$ cat src/rtl/friscv_decoder_stage.sv
// RISC-V RV32I/RV64I decode stage: combinational decode of the incoming instruction
// into a DEPTH-entry FIFO of decoded words that the control unit drains.
module friscv_decoder_stage #(
  parameter int XLEN  = 32,
  parameter int DEPTH = 2
) (
  input  logic            aclk,
  input  logic            srst,
  input  logic            flush,
  input  logic            in_valid,
  output logic            in_ready,
  input  logic [31:0]     in_instr,
  input  logic [XLEN-1:0] in_pc,
  output logic            out_valid,
  input  logic            out_ready,
  output logic [XLEN-1:0] out_pc,
  output logic [6:0]      out_opcode,
  output logic [2:0]      out_funct3,
  output logic [6:0]      out_funct7,
  output logic [4:0]      out_rs1,
  output logic [4:0]      out_rs2,
  output logic [4:0]      out_rd,
  output logic [XLEN-1:0] out_imm,
  output logic [11:0]     out_csr,
  output logic [4:0]      out_zimm,
  output logic [5:0]      out_shamt,
  output logic            out_lui,
  output logic            out_auipc,
  output logic            out_jal,
  output logic            out_jalr,
  output logic            out_branch,
  output logic            out_load,
  output logic            out_store,
  output logic            out_fence,
  output logic            out_system,
  output logic            out_alu,
  output logic            out_word,
  output logic            out_error
);

  localparam int AW   = (DEPTH > 1) ? $clog2(DEPTH) : 1;
  localparam int PW   = AW + 1;
  localparam bit IS64 = (XLEN == 64);

  // cls bit order: lui, auipc, jal, jalr, branch, load, store, fence, system, alu, word
  typedef struct packed {
    logic [XLEN-1:0] pc;
    logic [6:0]      opcode;
    logic [2:0]      funct3;
    logic [6:0]      funct7;
    logic [4:0]      rs1;
    logic [4:0]      rs2;
    logic [4:0]      rd;
    logic [XLEN-1:0] imm;
    logic [11:0]     csr;
    logic [4:0]      zimm;
    logic [5:0]      shamt;
    logic [10:0]     cls;
    logic            error;
  } entry_t;

  function automatic logic [31:0] imm_i(input logic [31:0] i);
    return {{20{i[31]}}, i[31:20]};
  endfunction

  function automatic logic [31:0] imm_s(input logic [31:0] i);
    return {{20{i[31]}}, i[31:25], i[11:7]};
  endfunction

  function automatic logic [31:0] imm_b(input logic [31:0] i);
    return {{19{i[31]}}, i[31], i[7], i[30:25], i[11:8], 1'b0};
  endfunction

  function automatic logic [31:0] imm_u(input logic [31:0] i);
    return {i[31:12], 12'd0};
  endfunction

  function automatic logic [31:0] imm_j(input logic [31:0] i);
    return {{11{i[31]}}, i[31], i[19:12], i[20], i[30:21], 1'b0};
  endfunction

  // wide6 selects the RV64 OP-IMM shift layout (6-bit shamt, SRAI pattern 6'h10)
  function automatic logic shift_bad(input logic [31:0] i, input logic wide6);
    logic bad;
    bad = 1'b0;
    if (i[14:12] == 3'd1) begin
      if (wide6) bad = (i[31:26] != 6'd0);
      else       bad = (i[31:25] != 7'd0);
    end else if (i[14:12] == 3'd5) begin
      if (wide6) bad = (i[31:26] != 6'd0) && (i[31:26] != 6'h10);
      else       bad = (i[31:25] != 7'd0) && (i[31:25] != 7'h20);
    end else begin
      bad = 1'b0;
    end
    return bad;
  endfunction

  function automatic logic op_bad(input logic [31:0] i);
    logic bad;
    if (i[31:25] == 7'h00)      bad = 1'b0;
    else if (i[31:25] == 7'h20) bad = !((i[14:12] == 3'd0) || (i[14:12] == 3'd5));
    else                        bad = 1'b1;
    return bad;
  endfunction

  entry_t          mem_q [DEPTH];
  entry_t          dec_s;
  entry_t          head_s;
  logic [PW-1:0]   wptr_q, wptr_d, rptr_q, rptr_d;
  logic [31:0]     imm32_s;
  logic [10:0]     cls_s;
  logic            bad_s, unk_s, err_s;
  logic            full_s, empty_s, push_s, pop_s;

  // Combinational decode of in_instr into a FIFO entry
  always_comb begin
    imm32_s = 32'd0;
    cls_s   = 11'd0;
    bad_s   = 1'b0;
    unk_s   = 1'b0;
    case (in_instr[6:0])
      7'h37: begin cls_s[10] = 1'b1; imm32_s = imm_u(in_instr); end
      7'h17: begin cls_s[9]  = 1'b1; imm32_s = imm_u(in_instr); end
      7'h6F: begin cls_s[8]  = 1'b1; imm32_s = imm_j(in_instr); end
      7'h67: begin
        cls_s[7] = 1'b1; imm32_s = imm_i(in_instr);
        bad_s = (in_instr[14:12] != 3'd0);
      end
      7'h63: begin
        cls_s[6] = 1'b1; imm32_s = imm_b(in_instr);
        bad_s = (in_instr[14:12] == 3'd2) || (in_instr[14:12] == 3'd3);
      end
      7'h03: begin
        cls_s[5] = 1'b1; imm32_s = imm_i(in_instr);
        if (IS64) bad_s = (in_instr[14:12] == 3'd7);
        else      bad_s = (in_instr[14:12] > 3'd5) || (in_instr[14:12] == 3'd3);
      end
      7'h23: begin
        cls_s[4] = 1'b1; imm32_s = imm_s(in_instr);
        if (IS64) bad_s = (in_instr[14:12] > 3'd3);
        else      bad_s = (in_instr[14:12] > 3'd2);
      end
      7'h0F: begin cls_s[3] = 1'b1; imm32_s = imm_i(in_instr); end
      7'h73: begin cls_s[2] = 1'b1; imm32_s = imm_i(in_instr); end
      7'h13: begin
        cls_s[1] = 1'b1; imm32_s = imm_i(in_instr);
        bad_s = shift_bad(in_instr, IS64);
      end
      7'h33: begin cls_s[1] = 1'b1; bad_s = op_bad(in_instr); end
      7'h1B: begin
        cls_s[1] = 1'b1; cls_s[0] = 1'b1; imm32_s = imm_i(in_instr);
        if (IS64) bad_s = shift_bad(in_instr, 1'b0);
        else      bad_s = 1'b1;
      end
      7'h3B: begin
        cls_s[1] = 1'b1; cls_s[0] = 1'b1;
        if (IS64) bad_s = op_bad(in_instr);
        else      bad_s = 1'b1;
      end
      default: unk_s = 1'b1;
    endcase
    err_s = (in_instr[1:0] != 2'b11) || unk_s || bad_s;

    dec_s        = '0;
    dec_s.pc     = in_pc;
    dec_s.opcode = in_instr[6:0];
    dec_s.funct3 = in_instr[14:12];
    dec_s.funct7 = in_instr[31:25];
    dec_s.rs1    = in_instr[19:15];
    dec_s.rs2    = in_instr[24:20];
    dec_s.rd     = in_instr[11:7];
    dec_s.imm    = XLEN'($signed(imm32_s));
    dec_s.csr    = in_instr[31:20];
    dec_s.zimm   = in_instr[19:15];
    if (IS64) dec_s.shamt = in_instr[25:20];
    else      dec_s.shamt = {1'b0, in_instr[24:20]};
    if (err_s) dec_s.cls = 11'd0;
    else       dec_s.cls = cls_s;
    dec_s.error  = err_s;
  end

  assign full_s  = (wptr_q[AW-1:0] == rptr_q[AW-1:0]) && (wptr_q[PW-1] != rptr_q[PW-1]);
  assign empty_s = (wptr_q == rptr_q);
  assign push_s  = in_valid && !full_s && !flush;
  assign pop_s   = out_ready && !empty_s && !flush;

  // Pointer next-state
  always_comb begin
    if (push_s) wptr_d = wptr_q + PW'(1);
    else        wptr_d = wptr_q;
    if (pop_s)  rptr_d = rptr_q + PW'(1);
    else        rptr_d = rptr_q;
  end

  // FIFO storage; reset clears contents so every output reads zero, flush only rewinds
  always_ff @(posedge aclk) begin
    if (srst) begin
      wptr_q <= '0;
      rptr_q <= '0;
      for (int k = 0; k < DEPTH; k++) mem_q[k] <= '0;
    end else if (flush) begin
      wptr_q <= '0;
      rptr_q <= '0;
    end else begin
      if (push_s) mem_q[wptr_q[AW-1:0]] <= dec_s;
      wptr_q <= wptr_d;
      rptr_q <= rptr_d;
    end
  end

  assign head_s     = mem_q[rptr_q[AW-1:0]];
  assign in_ready   = !full_s;
  assign out_valid  = !empty_s;
  assign out_pc     = head_s.pc;
  assign out_opcode = head_s.opcode;
  assign out_funct3 = head_s.funct3;
  assign out_funct7 = head_s.funct7;
  assign out_rs1    = head_s.rs1;
  assign out_rs2    = head_s.rs2;
  assign out_rd     = head_s.rd;
  assign out_imm    = head_s.imm;
  assign out_csr    = head_s.csr;
  assign out_zimm   = head_s.zimm;
  assign out_shamt  = head_s.shamt;
  assign out_lui    = head_s.cls[10];
  assign out_auipc  = head_s.cls[9];
  assign out_jal    = head_s.cls[8];
  assign out_jalr   = head_s.cls[7];
  assign out_branch = head_s.cls[6];
  assign out_load   = head_s.cls[5];
  assign out_store  = head_s.cls[4];
  assign out_fence  = head_s.cls[3];
  assign out_system = head_s.cls[2];
  assign out_alu    = head_s.cls[1];
  assign out_word   = head_s.cls[0];
  assign out_error  = head_s.error;

endmodule

$ cat config.mk
export PLATFORM = sky130hd
export DESIGN_NAME = friscv_decoder_stage
export DESIGN_NICKNAME = d
export VERILOG_FILES = /design/src/rtl/friscv_decoder_stage.sv
export SDC_FILE = /design/constraint.sdc
export NUM_CORES = 1
export LEC_CHECK = 0
export ABC_AREA = 1
export CORE_ASPECT_RATIO = 0.8
export CORE_MARGIN = 1
export CORE_UTILIZATION = 47
export CTS_CLUSTER_SIZE = 24
export DETAILED_ROUTE_END_ITERATION = 7
export GPL_TIMING_DRIVEN = 0
export PLACE_DENSITY = 0.77
export SLEW_MARGIN = 20
export SYNTH_ARGS = -nofsm -noshare
export SYNTH_HDL_FRONTEND = slang
export SYNTH_SLANG_ARGS = --single-unit
$ cat constraint.sdc
create_clock -name aclk -period 4.4 [get_ports aclk]
set_input_delay 0.66 -clock aclk [delete_from_list [all_inputs] [get_ports aclk]]
set_output_delay 0.66 -clock aclk [all_outputs]
set_load 0.02 [all_outputs]
**Yosys cells after proc, flatten, opt, wreduce, memory -nomap -nowiden**

Memory sizes are Yosys's and may differ from the RTL's. A register that Yosys moved wholly into a read port is not among the register bits.
Index checks and enable logic that the tools add are counted.

- $add $sub $neg: 2
- Order comparisons: 2
- Reduce and logical (&&, ||, !) cells: 26
- Eq/ne operators: 23
- Multiplexer cells: 30

Operator list:

| cell | number |
|---|---|
| $pmux 32 s5 | 1 |
| $mux 130 | 1 |
| $reduce_or 130->1 | 1 |
| $eq 7x6->1 const B | 5 |
| $eq 7x7->1 const B | 4 |
| $mux 1 | 26 |
| $eq 7x5->1 const B | 3 |
| $reduce_or 13->1 | 1 |
| $mux 11 | 1 |
| $eq 7x2->1 const B | 1 |
| $eq 7x4->1 const B | 1 |
| $logic_not 7->1 | 1 |
| $ne 7x6->1 const B | 1 |
| $pmux 1 s7 | 1 |
| $reduce_bool 7->1 | 1 |
| $eq 3x2->1 const B | 2 |
| $logic_and 1x1->1 | 6 |
| $reduce_or 2->1 | 3 |
| $reduce_or 6->1 | 1 |
| $logic_or 1x1->1 | 5 |
| $add 2x1->2 const B | 2 |
| $logic_not 1->1 | 4 |
| $reduce_or 4->1 | 1 |
| $eq 3x1->1 const B | 1 |
| other kinds (9) | 9 |

- Register bits: 4
- Memories kept: 1
- RAM bits: 260

Memories:

| name | words | width | rd ports | clocked after memory_dff | wr ports | RTL line | text |
|---|---|---|---|---|---|---|---|
| mem_q | 2 | 130 | 1 | 1 | 2 | 106 | `entry_t mem_q [DEPTH];` |

**Longest topological paths before layout**

Gate-level depths: netlist of run 1.

- Word-level depth: 11
- Mapped depth: 12
- Depth with buffers taken out: 12

**Worst setup path before layout of run 1**

Ideal clock, no wire load.

- Kind: reg2reg
- Start: register wptr_q[0]
- End: memory mem_q[0][0] (netlist bit), enable pin
- Arrival time: 3.819 ns
- Setup time: 0.471 ns
- Buffers on the path: 2
- Slack: 0.110 ns
- Data required time: 3.929 ns
- Stages on the path, launching flop included: 9
- Path through: dfxtp_1 -> xnor2_1 -> nand2_1 -> nand3b_1 -> nor3_4 -> inv_2 -> buf_6 -> buf_2 -> nand2_1

RTL lines:

| element | RTL line | text |
|---|---|---|
| start: declaration | 109 | `logic [PW-1:0] wptr_q, wptr_d, rptr_q, rptr_d;` |
| start signal: assignment | 206 | `wptr_q <= wptr_d;` |
| end: declaration | 106 |  |

==> flow_summary.ini, run 1 <==
[die]
dieArea_sq_mm = 0.0225
fp-row-count = 48
die_h_um = 134
io_pins = 202
fp.dieW_um = 168
start_util = 0.478
core_area_sq_mm = 0.0216

[sta]
period_share = 0.889
period_minus_slack_ns = 3.91
setup_tns_ns = 0
slew_viol_final = 0
finalSetupViolCount = 0
rsz0062_at_grt = no
finalHoldViolCount = 0
fin_skew_ns = 0.0157
worstMarginPinSlew_ns = 0.833
fmax_ghz = 0.256
relSlewSlack = 0.445

[critical_path]
worstSetupPathType = flop to primary output
worst_setup_path_end_kind = primary output
max_stage_delay_ns = 0.58
required_ns = 3.74
arrival_ns = 3.25
reg2reg_slack_ns = 1.35
cp_slowest_cell = clkdlybuf4s50_1
path_max_fanout = 10
crit_chain = clkbuf_1, buf_2, buf_1, mux2_2, clkdlybuf4s50_1
start_kind = flop

[detailed_routing]
route.detailed.drc = 0
drt-pass1-iter-count = 7
viasPerCell = 5.00
num_vias = 7248
wl_per_cell_um = 17.5
ant_nets = 0
drt-total-wl_mm = 25.3
drt-initial-drc-count = 590

[min_path]
min_path_type = flop to flop

[global_routing]
grt_start_max_net_pins = 53
grt_pass1_wl_mm = 38.0
grt-ovfl-total = 0
antenna_found_initial = 2
grt_pass1_vias = 6887
grt_usage = 0.222

[cts]
hold_buffers = 0
cts_resized = 0
clk_path_buf_depth = 3
cts_tree = done
htree_levels = 1
clkSinkCount = 221
post_cts_buffers = 0
cts_buffers = 24
cts_root_buf = clkbuf_16
cts.clk_slew.worst_paths_ns = 0.06
insertion_delay_ns = 0.53

[placement]
gp_congestion = 0.855
post-dp-hpwl_mm = 17.8
port_buffers = 200

[power_and_ir_drop]
total_power_mw = 5.28
power_density_mw_per_mm2 = 386
leakage_nw = 6.00
peakVddDrop_v = 0.000238

[final_layout]
drive_above_1_share = 0.172
fin_util = 0.634
nets = 1225
syn2layout_area_growth_pct = 32.7

[logic_synthesis]
syn_area_sq_mm = 0.0103
synth_cells = 924
ys_types = 29
synth-seq-area-share = 0.639
synth_warnings = 0
syn_avg_cell_area_sq_um = 11.2
synth-seq-cells = 221

[job]
max-cap-violations = 0

[run_status]
status = finished clean
## cell type report
class	instances	area [sq um]
fillers	1673	7880
flip-flops and latches	221	6590
multi-input cells	496	2850
repair buffers	204	2100
clock buffers	29	639
inverters	147	552
plain buffers	62	344
well taps	275	344
clock inverters	15	256
diodes	1	2.50
## state kept, by name, indices dropped and copies added (netlist names), named ones only
signal / flops
wptr_q: 2
rptr_q: 2
mem_q: 216
## cells in the mapped netlist
| cell | instances | area, sq um |
|---|---|---|
| nand4_1 | 12 | 75.1 |
| conb_1 | 1 | 3.75 |
| xor2_1 | 1 | 8.76 |
| inv_2 | 2 | 7.51 |
| o21ai_0 | 5 | 25.0 |
| edfxtp_1 | 216 | 6490 |
| buf_4 | 23 | 173 |
| buf_1 | 2 | 7.51 |
| a22oi_1 | 1 | 7.51 |
| nor3_4 | 1 | 16.3 |
| clkbuf_1 | 22 | 82.6 |
| o21bai_1 | 1 | 7.51 |
| a21boi_0 | 1 | 7.51 |
| a21oi_1 | 12 | 60.1 |
| nand3_1 | 29 | 145 |
| nand3b_1 | 2 | 15.0 |
| buf_6 | 1 | 11.3 |
| nor2_1 | 178 | 668 |
| dfxtp_1 | 5 | 100 |
| a31oi_1 | 1 | 6.26 |
| nor2_2 | 9 | 56.3 |
| buf_2 | 14 | 70.1 |
| o22ai_1 | 1 | 6.26 |
| nand2_1 | 128 | 480 |
| inv_1 | 145 | 544 |
| xnor2_1 | 1 | 8.76 |
| nor3_1 | 1 | 5.00 |
| mux2_2 | 108 | 1220 |
| nand2_2 | 1 | 6.26 |
## placed cells by master (no fill, tap or decap), drive strengths merged, types with 7 or more instances in the layout
master and count:
nand2 129, inv 147, clkinv 8, nand4 12
bufinv 7, clkdlybuf4s50 200, a21oi 12, edfxtp 216
clkbuf 51, nor2 187, mux2 108, buf 44
nand3 29
## cell families after synthesis
logic type / synth area share
other cells: 0.000364
mux: 0.118
compound gates: 0.0117
simple gates: 0.142
buf+inv: 0.0869
flops: 0.639
xor+xnor: 0.00170
## power breakdown
part	internal (mW)	switching, mW	total (mW)
Combinational	0.278	0.321	0.599
Sequential	2.41	0.0224	2.43
Clock	1.44	0.806	2.25
Total	4.13	1.15	5.28
## metrics by stage
stage                     hold slack, ns  cell area, sq um  instances  setup WS, ns
after floorplan                    0.450             10300        926         0.110
after global placement             0.462             12700       1401         -1.94
after detailed placement           0.466             12800       1405         0.858
after CTS                          0.477             13700       1449         0.409
after global routing               0.509             13700       1450         0.340
final                              0.478             13700       1450         0.487
## worst max-delay path: cells and delay by family, from the launching register on
| family | cells | cell delay [ns] |
|---|---|---|
| buffers and inverters | 4 | 2.00 |
| muxes | 1 | 0.42 |
| DFF | 1 | 0.30 |
## layer usage
layer | part of all wire | GRT usage | vias up | wire length [um]
li1 | - | - | 3474 | -
met1 | 0.44 | 0.310 | 3450 | 11000
met2 | 0.47 | 0.358 | 279 | 11800
met3 | 0.074 | 0.0457 | 43 | 1880
met4 | 0.023 | 0.0571 | 2 | 590
met5 | 0.00051 | 0 | - | 13
## path summary, 6_finish.rpt
path | start | endpoint | cells past startpoint
worst max-delay path | flop | out_jalr | 5
worst min-delay path | wptr_q[1] | wptr_q[1] | 2
worst max register to register | wptr_q[0] | mem_q[0][121] | 10
worst min register to register | wptr_q[1] | wptr_q[1] | 2
No activity file was read; power rests on OpenSTA's default activity.
==> inputs of run 2 (changes only) <==
CTS_CLUSTER_DIAMETER = 120   (was unset)
HOLD_SLACK_MARGIN = 0.1   (was unset)
==> run 2 against run 1 <==
The run now ends with design-rule violations left; critical path type unchanged; critical path depth is the same; non-clock buffer count stayed put; sequential share of layout area is 2.0 points higher; combinational power barely moved; die area unchanged; cell count fell by 1.9%.
==> flow_summary.ini, run 2 (same netlist as run 1, synthesis figures left out) <==
[cts]
clk_path_buf_depth = 3
cts.clk_slew.worst_paths_ns = 0.09
cts_root_buf = clkbuf_16
post_cts_buffers = 0
hold_buffers = 0
htree_levels = 1
cts_resized = 0
clkSinkCount = 221
cts_tree = done
cts_buffers = 13
insertion_delay_ns = 0.47

[global_routing]
grt_pass1_vias = 6760
grt_usage = 0.217
grt-ovfl-total = 0
grt_pass1_wl_mm = 37.0
grt_start_max_net_pins = 53
antenna_found_initial = 2

[detailed_routing]
viasPerCell = 5.06
ant_nets = 0
drt-initial-drc-count = 521
drt-pass1-iter-count = 7
drt-total-wl_mm = 24.6
num_vias = 7195
route.detailed.drc = 2
wl_per_cell_um = 17.3

[final_layout]
fin_util = 0.609
nets = 1214
layout_common_cells = 216 x edfxtp_1, 200 x clkdlybuf4s50_1, 178 x nor2_1
reg_top3 = mem_q (216), rptr_q (2), wptr_q (2)
largest_reg_flops = 216
drive_above_1_share = 0.156
top_register = mem_q
final_common_cell = edfxtp_1
syn2layout_area_growth_pct = 27.5

[sta]
fin_skew_ns = 0.0204
finalHoldViolCount = 0
worstMarginPinSlew_ns = 0.854
relSlewSlack = 0.430
finalSetupViolCount = 0
slew_viol_final = 0
period_share = 0.888
rsz0062_at_grt = no
fmax_ghz = 0.256
period_minus_slack_ns = 3.91

[die]
core_area_sq_mm = 0.0216
die_h_um = 134
fp-row-count = 48
io_pins = 202
start_util = 0.478
dieArea_sq_mm = 0.0225
fp.dieW_um = 168

[critical_path]
max_stage_delay_ns = 0.60
start_kind = flop
reg2reg_slack_ns = 1.35
worstSetupPathType = flop to primary output
required_ns = 3.74
arrival_ns = 3.25
worst_setup_path_end_kind = primary output
crit_chain = clkbuf_1, buf_2, buf_1, mux2_2, clkdlybuf4s50_1
cp_slowest_cell = buf_1
path_max_fanout = 10

[power_and_ir_drop]
total_power_mw = 4.24
pwr-share-seq = 0.572
clockPowerShare = 0.287
p_sw_frac = 0.236
p_switching_mw = 1.00
leakage_nw = 5.74
peakVddDrop_v = 0.000276
internal-power_mw = 3.24
share_comb_of_total_power = 0.141
power_density_mw_per_mm2 = 322

[min_path]
min_path_type = flop to flop

[placement]
port_buffers = 200
gp_congestion = 0.855
post-dp-hpwl_mm = 17.8

[run_status]
violations = design-rule violations
status = finished with violations

[job]
max-cap-violations = 0
## run 2: changes by cell type in the layout (fill, tap and decap cells not counted)
cell       delta
bufinv_16     -7
clkinv_1      -4
clkinv_2      -3
clkbuf_8      -2
clkbuf_16    -11
clkinv_8      -1
inv_16        +1
## run 2: worst paths after layout
kind | end | depth (start not counted) | start
setup / recovery | out_jalr | 5 | flop
hold / removal | wptr_q[1] | 2 | wptr_q[1]
setup reg to reg | mem_q[0][86] | 10 | wptr_q[0]
hold reg to reg | wptr_q[1] | 2 | wptr_q[1]
## run 2: cell type report
cell class	count	area, sq um
Fill cell	1742	8420
Sequential cell	221	6590
Multi-Input combinational cell	496	2850
Timing Repair Buffer	204	2100
Inverter	147	552
Buffer	62	344
Tap cell	275	344
Clock buffer	16	337
Clock inverter	1	20.0
Antenna cell	1	2.50
## run 2: power by group through the flow
stage | registers [mW] | logic, mW | clock network (mW)
2_1_floorplan | 2.48 | 0.297 | 0
6_report | 2.42 | 0.598 | 1.21
3_5_place_dp | 2.47 | 0.598 | 0
3_3_place_gp | 2.49 | 0.577 | 0
5_1_grt | 2.43 | 0.633 | 1.31
4_1_cts | 2.43 | 0.601 | 1.23
## run 2: critical path, delay by kind of cell, from the launching register on
family	cells	cell delay (ns)
multiplexers	1	0.42
buffers and inverters	4	2.03
flip-flops	1	0.32
## run 2: through the flow
step           hold slack, ns  TNS [ns]  area, sq um  setup WS [ns]  cells
6_report                0.482         0        13100          0.492   1423
5_1_grt                 0.514         0        13100          0.350   1423
4_1_cts                 0.481         0        13100          0.426   1422
3_5_place_dp            0.466         0        12800          0.858   1405
3_3_place_gp            0.462   -339.79        12700          -1.94   1401
2_1_floorplan           0.450         0        10300          0.110    926
## run 2: layer usage
metal | up-vias | wire length [um] | global-route usage
li1 | 3433 | - | -
met1 | 3412 | 10600 | 0.305
met2 | 297 | 11400 | 0.347
met3 | 51 | 1980 | 0.0425
met4 | 2 | 629 | 0.0566
met5 | - | 13 | 0
